--- src/rtl/ahb_lite_pkg.sv ---
// ahb_lite_pkg: shared AHB-lite definitions for the two-master arbiter.
//   HTRANS_*  : AHB transfer type encodings
//   owner_e   : bus-phase owner encoding (none / M0 / M1)
//   AHB_AW/DW : default address and data widths
package ahb_lite_pkg;

    localparam int unsigned AHB_AW = 32;
    localparam int unsigned AHB_DW = 64;

    localparam logic [1:0] HTRANS_IDLE   = 2'b00;
    localparam logic [1:0] HTRANS_BUSY   = 2'b01;
    localparam logic [1:0] HTRANS_NONSEQ = 2'b10;
    localparam logic [1:0] HTRANS_SEQ    = 2'b11;

    typedef enum logic [1:0] {
        OWN_NONE = 2'b00,
        OWN_M0   = 2'b01,
        OWN_M1   = 2'b10
    } owner_e;

endpackage

--- src/rtl/ahb_req_buf.sv ---
// ahb_req_buf: per-master request buffer.
// Holds the address phase of a request that could not be granted in the cycle
// the master presented it, and stalls that master until the buffered request
// is issued. Presents either the buffered or the live address phase.
//   HCLK, HRESETn        : clock, async active-low reset
//   live_h*              : master's live address phase inputs
//   live_hready          : the master's private HREADY (as seen by the master)
//   granted              : this master wins the bus this cycle
//   pend                 : a buffered request is waiting
//   req                  : request to the arbiter (buffered or live)
//   aph_h*               : address phase to issue (buffered when pend)
module ahb_req_buf
    import ahb_lite_pkg::*;
#(
    parameter int unsigned AW = AHB_AW
) (
    input  logic          HCLK,
    input  logic          HRESETn,
    input  logic [AW-1:0] live_haddr,
    input  logic [1:0]    live_htrans,
    input  logic          live_hwrite,
    input  logic [2:0]    live_hsize,
    input  logic          live_hready,
    input  logic          granted,
    output logic          pend,
    output logic          req,
    output logic [AW-1:0] aph_haddr,
    output logic          aph_hwrite,
    output logic [2:0]    aph_hsize
);

    logic          pend_q,  pend_d;
    logic [AW-1:0] haddr_q, haddr_d;
    logic          hwrite_q, hwrite_d;
    logic [2:0]    hsize_q, hsize_d;
    logic          active;
    logic          live_req;

    // BUSY is treated as IDLE; SEQ counts as a fresh request.
    always_comb begin
        active = 1'b0;
        case (live_htrans)
            HTRANS_NONSEQ, HTRANS_SEQ: active = 1'b1;
            HTRANS_IDLE, HTRANS_BUSY:  active = 1'b0;
            default:                   active = 1'b0;
        endcase
    end

    assign live_req = active & live_hready;
    assign pend     = pend_q;
    assign req      = pend_q | live_req;

    assign aph_haddr  = pend_q ? haddr_q  : live_haddr;
    assign aph_hwrite = pend_q ? hwrite_q : live_hwrite;
    assign aph_hsize  = pend_q ? hsize_q  : live_hsize;

    always_comb begin
        pend_d   = pend_q;
        haddr_d  = haddr_q;
        hwrite_d = hwrite_q;
        hsize_d  = hsize_q;
        if (pend_q) begin
            if (granted) begin
                pend_d = 1'b0;
            end
        end else if (live_req && !granted) begin
            pend_d   = 1'b1;
            haddr_d  = live_haddr;
            hwrite_d = live_hwrite;
            hsize_d  = live_hsize;
        end
    end

    always_ff @(posedge HCLK or negedge HRESETn) begin
        if (!HRESETn) begin
            pend_q   <= 1'b0;
            haddr_q  <= '0;
            hwrite_q <= 1'b0;
            hsize_q  <= '0;
        end else begin
            pend_q   <= pend_d;
            haddr_q  <= haddr_d;
            hwrite_q <= hwrite_d;
            hsize_q  <= hsize_d;
        end
    end

endmodule

--- src/rtl/ahb_lite_arb2.sv ---
// ahb_lite_arb2: two-master AHB-lite arbiter (M0 = LSU, M1 = IFU) feeding one
// AHB-lite master port. A losing master's address phase is buffered and the
// master is stalled via its private HREADY until its transfer completes.
//   HCLK, HRESETn           : clock, async active-low reset
//   Mx_HADDR/HTRANS/HWRITE/HSIZE/HWDATA : master x request inputs
//   Mx_HREADY/HRDATA/HRESP  : master x responses (HRESP always OKAY)
//   HADDR/HTRANS/HWRITE/HSIZE/HWDATA    : to the bus
//   HREADY, HRDATA          : merged bus ready / read data
// Build option ARB_RR_EN: round-robin between same-class requests
// (otherwise fixed priority M0 > M1). Buffered requests always beat live ones.
module ahb_lite_arb2
    import ahb_lite_pkg::*;
#(
    parameter int unsigned AW = AHB_AW,
    parameter int unsigned DW = AHB_DW
) (
    input  logic          HCLK,
    input  logic          HRESETn,
    input  logic [AW-1:0] M0_HADDR,
    input  logic [1:0]    M0_HTRANS,
    input  logic          M0_HWRITE,
    input  logic [2:0]    M0_HSIZE,
    input  logic [DW-1:0] M0_HWDATA,
    output logic          M0_HREADY,
    output logic [DW-1:0] M0_HRDATA,
    output logic          M0_HRESP,
    input  logic [AW-1:0] M1_HADDR,
    input  logic [1:0]    M1_HTRANS,
    input  logic          M1_HWRITE,
    input  logic [2:0]    M1_HSIZE,
    input  logic [DW-1:0] M1_HWDATA,
    output logic          M1_HREADY,
    output logic [DW-1:0] M1_HRDATA,
    output logic          M1_HRESP,
    output logic [AW-1:0] HADDR,
    output logic [1:0]    HTRANS,
    output logic          HWRITE,
    output logic [2:0]    HSIZE,
    output logic [DW-1:0] HWDATA,
    input  logic          HREADY,
    input  logic [DW-1:0] HRDATA
);

    owner_e        data_owner_q, data_owner_d;
    logic [AW-1:0] haddr_q,  haddr_d;
    logic [1:0]    htrans_q, htrans_d;
    logic          hwrite_q, hwrite_d;
    logic [2:0]    hsize_q,  hsize_d;

    logic          pend0, pend1, req0, req1;
    logic [AW-1:0] aph_haddr0, aph_haddr1;
    logic          aph_hwrite0, aph_hwrite1;
    logic [2:0]    aph_hsize0, aph_hsize1;
    logic          cls0, cls1, gnt0, gnt1;

    logic [AW-1:0] bus_haddr;
    logic [1:0]    bus_htrans;
    logic          bus_hwrite;
    logic [2:0]    bus_hsize;

`ifdef ARB_RR_EN
    owner_e        rr_last_q, rr_last_d;
`endif

    ahb_req_buf #(.AW(AW)) u_buf0 (
        .HCLK        (HCLK),
        .HRESETn     (HRESETn),
        .live_haddr  (M0_HADDR),
        .live_htrans (M0_HTRANS),
        .live_hwrite (M0_HWRITE),
        .live_hsize  (M0_HSIZE),
        .live_hready (M0_HREADY),
        .granted     (gnt0),
        .pend        (pend0),
        .req         (req0),
        .aph_haddr   (aph_haddr0),
        .aph_hwrite  (aph_hwrite0),
        .aph_hsize   (aph_hsize0)
    );

    ahb_req_buf #(.AW(AW)) u_buf1 (
        .HCLK        (HCLK),
        .HRESETn     (HRESETn),
        .live_haddr  (M1_HADDR),
        .live_htrans (M1_HTRANS),
        .live_hwrite (M1_HWRITE),
        .live_hsize  (M1_HSIZE),
        .live_hready (M1_HREADY),
        .granted     (gnt1),
        .pend        (pend1),
        .req         (req1),
        .aph_haddr   (aph_haddr1),
        .aph_hwrite  (aph_hwrite1),
        .aph_hsize   (aph_hsize1)
    );

    // Private HREADY depends only on registered state, so there is no
    // combinational path from the grant back into the requests.
    assign M0_HREADY = (data_owner_q == OWN_M0) ? HREADY : ~pend0;
    assign M1_HREADY = (data_owner_q == OWN_M1) ? HREADY : ~pend1;
    assign M0_HRDATA = HRDATA;
    assign M1_HRDATA = HRDATA;
    assign M0_HRESP  = 1'b0;
    assign M1_HRESP  = 1'b0;

    // Any buffered request puts the arbitration into the pending class, so
    // live requests cannot starve a buffered one.
    always_comb begin
        cls0 = (pend0 | pend1) ? pend0 : req0;
        cls1 = (pend0 | pend1) ? pend1 : req1;
        gnt0 = 1'b0;
        gnt1 = 1'b0;
        if (HREADY) begin
            if (cls0 && cls1) begin
`ifdef ARB_RR_EN
                if (rr_last_q == OWN_M0) begin
                    gnt1 = 1'b1;
                end else begin
                    gnt0 = 1'b1;
                end
`else
                gnt0 = 1'b1;
`endif
            end else if (cls0) begin
                gnt0 = 1'b1;
            end else if (cls1) begin
                gnt1 = 1'b1;
            end
        end
    end

    always_comb begin
        bus_haddr  = '0;
        bus_htrans = HTRANS_IDLE;
        bus_hwrite = 1'b0;
        bus_hsize  = '0;
        if (gnt0) begin
            bus_haddr  = aph_haddr0;
            bus_htrans = HTRANS_NONSEQ;
            bus_hwrite = aph_hwrite0;
            bus_hsize  = aph_hsize0;
        end else if (gnt1) begin
            bus_haddr  = aph_haddr1;
            bus_htrans = HTRANS_NONSEQ;
            bus_hwrite = aph_hwrite1;
            bus_hsize  = aph_hsize1;
        end
    end

    // While the bus stalls the address outputs repeat the last grant.
    always_comb begin
        haddr_d      = HREADY ? bus_haddr  : haddr_q;
        htrans_d     = HREADY ? bus_htrans : htrans_q;
        hwrite_d     = HREADY ? bus_hwrite : hwrite_q;
        hsize_d      = HREADY ? bus_hsize  : hsize_q;
        data_owner_d = data_owner_q;
        if (HREADY) begin
            data_owner_d = gnt0 ? OWN_M0 : (gnt1 ? OWN_M1 : OWN_NONE);
        end
    end

    assign HADDR  = haddr_d;
    assign HTRANS = htrans_d;
    assign HWRITE = hwrite_d;
    assign HSIZE  = hsize_d;

    always_comb begin
        case (data_owner_q)
            OWN_M0:  HWDATA = M0_HWDATA;
            OWN_M1:  HWDATA = M1_HWDATA;
            default: HWDATA = '0;
        endcase
    end

    always_ff @(posedge HCLK or negedge HRESETn) begin
        if (!HRESETn) begin
            data_owner_q <= OWN_NONE;
            haddr_q      <= '0;
            htrans_q     <= HTRANS_IDLE;
            hwrite_q     <= 1'b0;
            hsize_q      <= '0;
        end else begin
            data_owner_q <= data_owner_d;
            haddr_q      <= haddr_d;
            htrans_q     <= htrans_d;
            hwrite_q     <= hwrite_d;
            hsize_q      <= hsize_d;
        end
    end

`ifdef ARB_RR_EN
    always_comb begin
        rr_last_d = rr_last_q;
        if (gnt0) begin
            rr_last_d = OWN_M0;
        end else if (gnt1) begin
            rr_last_d = OWN_M1;
        end
    end

    always_ff @(posedge HCLK or negedge HRESETn) begin
        if (!HRESETn) begin
            rr_last_q <= OWN_M1;
        end else begin
            rr_last_q <= rr_last_d;
        end
    end
`endif

endmodule

--- config.mk ---
export PLATFORM = sky130hd
export DESIGN_NAME = ahb_lite_arb2
export DESIGN_NICKNAME = d
export VERILOG_FILES = /design/src/rtl/ahb_lite_pkg.sv /design/src/rtl/ahb_req_buf.sv /design/src/rtl/ahb_lite_arb2.sv
export SDC_FILE = /design/constraint.sdc
export NUM_CORES = 1
export LEC_CHECK = 0
export BUFFER_PORTS_ARGS = -buffer_cell sky130_fd_sc_hd__clkbuf_2
export CORE_AREA = 4 4 196 198
export DETAILED_ROUTE_END_ITERATION = 8
export DIE_AREA = 0 0 200 202
export SYNTH_ARGS = -nofsm -noshare
export SYNTH_HDL_FRONTEND = slang
export SYNTH_SLANG_ARGS = --single-unit
--- constraint.sdc ---
create_clock -name HCLK -period 4.4 [get_ports HCLK]
set_clock_uncertainty 0.1 [all_clocks]
set_input_delay 0 -clock HCLK [delete_from_list [all_inputs] [get_ports HCLK]]
set_output_delay 0 -clock HCLK [all_outputs]
set_load 0.05 [all_outputs]
==> results.txt <==
----------------------------------------------------
[Drt]
  Routed length per instance ... 21.9 um
  Detail Route Antenna Nets ... 0
  Residual DRC count ... 0
  DR vias ... 6872
  Avg Vias per Cell ... 4.60
  Initial drt markers ... 412
  Iteration count of the initial detailed-routing pass ... 5
  Sum of routed wire length over all layers ... 32700 um

[Synth]
  Warning count from the yosys run ... 0
  Multiplexer fraction of the synthesized cell area ... 14.2%
  Syn Inst Count ... 718
  Cell Area, Synth ... 7280 um^2
  Avg Cell Area, Syn ... 10.1 um^2
  Adder-cell share of the synthesized area ... 0.344%
  Register area share after synthesis ... 39.2%
  Top-area cell type share of the netlist area ... 39.2%
  Synthesized-area fraction occupied by xor and xnor cells ... 0%
  Top cells by area in the synthesized netlist ... dfrtp_1, buf_4, mux2_4, a22oi_1, o211ai_1
  Yosys top cell by area ... dfrtp_1
  Number of flip-flops and latches in the synthesized netlist ... 114
  Yosys cell types ... 32
  Main combinational cell family by area after synthesis ... buffers and inverters
  Area share of and/or/nand/nor cells after synthesis ... 10.2%
  Post-synthesis compound-gate area fraction ... 17.8%

[Hold path]
  Path class of the lowest-slack min-delay path ... in -> reg

[Critical path]
  CP max FO ... 37
  Startpoint Class ... flop
  CP peak stage delay ... 0.92 ns
  Critical path arrival ... 3.17 ns
  Crit-path cells ... buf_4 > and3b_2 > a22oi_1 > o211ai_1 > clkbuf_2
  CP max-delay cell ... and3b_2
  Kind of capture point of the worst setup path ... output pin
  Worst path required time ... 4.30 ns
  Crit path kind ... reg -> out

[STA]
  Number of pins exceeding their max-slew limit in the final report ... 0
  Share of the cycle needed by the critical path after routing ... 74.4%
  Number of endpoints with negative hold slack in the final report ... 0
  Post-route setup slack ... 1.13 ns
  Worst hold slack ... 0.250 ns
  Relative max-transition margin ... 21.9%
  Worst slew pin tran ... 1.17 ns
  Setup violation total in the final timing report ... 0
  Min Tclk post-route ... 3.27 ns
  Achievable frequency ... 0.305 GHz
  Total negative slack ... 0 ns
  RSZ-0062 raised after global routing ... no

[Global routing]
  GR Util met1 ... 19.3%
  First-pass GRT wire length ... 46300 um
  Met2 Track Usage GR ... 25.1%
  Global-route track usage on met3 ... 5.27%
  Residual overflow from global routing ... 0
  Vias in the first global route ... 6977
  Initial antenna violation count ... 13
  Overall Global Routing Usage ... 15.3%
  Gr busiest metal ... met2
  Maximum number of pins on one net before global-route repair ... 67

[Die]
  Count of standard-cell rows ... 70
  Die height ... 202 um
  Core outline area ... 36500 um^2
  Die footprint ... 40400 um^2
  Width of the chip ... 200 um
  IO Count ... 505
  Starting density of the core ... 19.9%

[Place]
  Worst setup slack after placement ... 1.36 ns
  Final Wtd Congestion ... 0.806
  Buffers added on ports ... 308
  Number of instances in the placed design ... 1315
  Dpl hpwl ... 23000 um

[Power]
  Power Dens Cells ... 638 nW/um^2
  Cell-internal power ... 0.00344 W
  Net Sw Power ... 0.00311 W
  Tot Pwr ... 0.00655 W
  Clock power share ... 21.7%
  Part of the total power dissipated in sequential elements ... 27.0%
  Maximum ir drop on the vdd rail ... 352 uV
  Leakage ... 4.77 nW
  Fraction of power spent switching nets ... 47.5%
  Fraction of power consumed by combinational cells ... 51.4%

[Finish]
  Share of layout cells above drive strength 1 ... 40.9%
  Fill cell count ... 3793
  Final #Nets ... 1281
  Syn-to-layout area delta ... 41.0%
  Count of placed standard cells in the final layout, fillers left out ... 1494

[Clock network]
  Clock-pin transition on the worst setup and hold timing paths ... 0.06 ns
  TritonCTS clock tree ... built
  Clock tree root buffer cell ... clkbuf_16
  Setup Buffers After CTS ... 0
  Clock net sink count ... 114
  Number of buffers inserted during clock tree synthesis ... 17
  Latest clock arrival within the worst-skew pair ... 0.42 ns
  H-Tree Depth ... 4
  Deepest clock path buffer count ... 2

[Status]
  Run status ... finished clean

[Job]
  Maximum capacitance violations ... 0

----------------------------------------------------
==> stage by stage <==
| stage | util, % | cell area, um^2 |
|---|---|---|
| floorplan | - | 7280 |
| global placement | 22.5 | 8220 |
| detailed placement | 22.5 | 8220 |
| CTS | 28.1 | 10200 |
| global route | 28.1 | 10300 |
| finish | 28.1 | 10300 |
==> worst max-delay path: cells and delay by family, from the launching register on <==
family	cells	cell delay, ns
simple gates	1	0.92
buf+inv	2	0.72
flops	1	0.71
compound gates	2	0.38
==> final cells by class <==
class,count,area (um^2),share of cell area (%)
multi-input cells,409,3140,30.6
repair buffers,461,3060,29.8
flip-flops and latches,114,2850,27.8
well taps,468,586,5.71
clock buffers,17,425,4.15
clock inverters,15,173,1.68
inverters,5,18.8,0.183
diodes,5,12.5,0.122
==> layout by cell type (no fill, tap or decap), drive strengths merged <==
master       instances
a21oi                4
a22oi              100
a31oi               36
and2                37
and3b                1
buf                 13
bufinv               2
clkbuf             324
clkinv               4
clkinvlp             2
conb                 2
dfrtp              114
diode                5
dlygate4sd3        141
ha                   2
inv                 12
mux2                72
mux2i                1
nand2                1
nand2b               2
nand3               36
nand3b               1
nor2                68
nor2b                3
nor3b                1
nor4                 1
o211a                1
o211ai              36
o21ai                3
o22ai                1
==> timing repair <==
item                                   CTS  global route
hold buffers                           142             0
endpoints found under the hold margin  350             0
setup endpoints to repair                0             0
gates resized for setup                  0             0
==> synthesized netlist by cell type (all sizes together) <==
master	n
a21oi	4
a22oi	100
a31oi	36
and2	37
and3b	1
buf	155
clkbuf	36
conb	1
dfrtp	114
ha	2
inv	5
mux2	72
mux2i	1
nand2	1
nand2b	2
nand3	36
nand3b	1
nor2	68
nor2b	3
nor3b	1
nor4	1
o211a	1
o211ai	36
o21ai	3
o22ai	1
==> power by group through the flow <==
stage	registers [W]	clock network, W	logic [W]
floorplan	0.00169	0	0.00267
global placement	0.00174	0	0.00300
detailed placement	0.00176	0	0.00304
CTS	0.00176	0.00146	0.00338
global route	0.00181	0.00150	0.00356
finish	0.00177	0.00142	0.00336
==> sequential cells by signal, indices dropped and copies added, names as in the netlist <==
name             cells
hwrite_q             1
u_buf1.hwrite_q      1
u_buf1.pend          1
u_buf1.hsize_q       3
htrans_q             2
data_owner_q         2
u_buf0.hsize_q       3
hsize_q              3
haddr_q             32
u_buf0.pend          1
u_buf0.hwrite_q      1
u_buf1.haddr_q      32
u_buf0.haddr_q      32
==> routing by layer <==
metal  wire length [um]  up-vias  share of wire, %
li1                   -     3047                 -
met1              13500     3400                41
met2              15600      365                48
met3               2890       50               8.8
met4                690       10               2.1
met5                 59        -              0.18
==> path summary, 6_finish.rpt <==
check,from,end,slack (ns),depth (start not counted)
setup / recovery,u_buf0.pend,HADDR[6],1.13,5
setup reg to reg,u_buf0.pend,u_buf1.haddr_q[15],1.41,5
max in group asynchronous,HRESETn,u_buf0.hwrite_q,2.96,4
min in group asynchronous,HRESETn,u_buf0.haddr_q[12],0.53,4
hold / removal,M1_HADDR[12],u_buf1.haddr_q[12],0.25,3
hold reg to reg,u_buf0.hwrite_q,u_buf0.hwrite_q,0.38,1
==> cells by family (layout without fill, tap and decap cells) <==
kind of cell / after synthesis / after routing
AOI/OAI and AO/OA: 181 / 181
buffers and inverters: 196 / 498
and+or+nand+nor: 151 / 151
other: 1 / 7
adders and majority gates: 2 / 2
DFF: 114 / 114
muxes: 73 / 73
No activity file was read; power rests on OpenSTA's default activity.
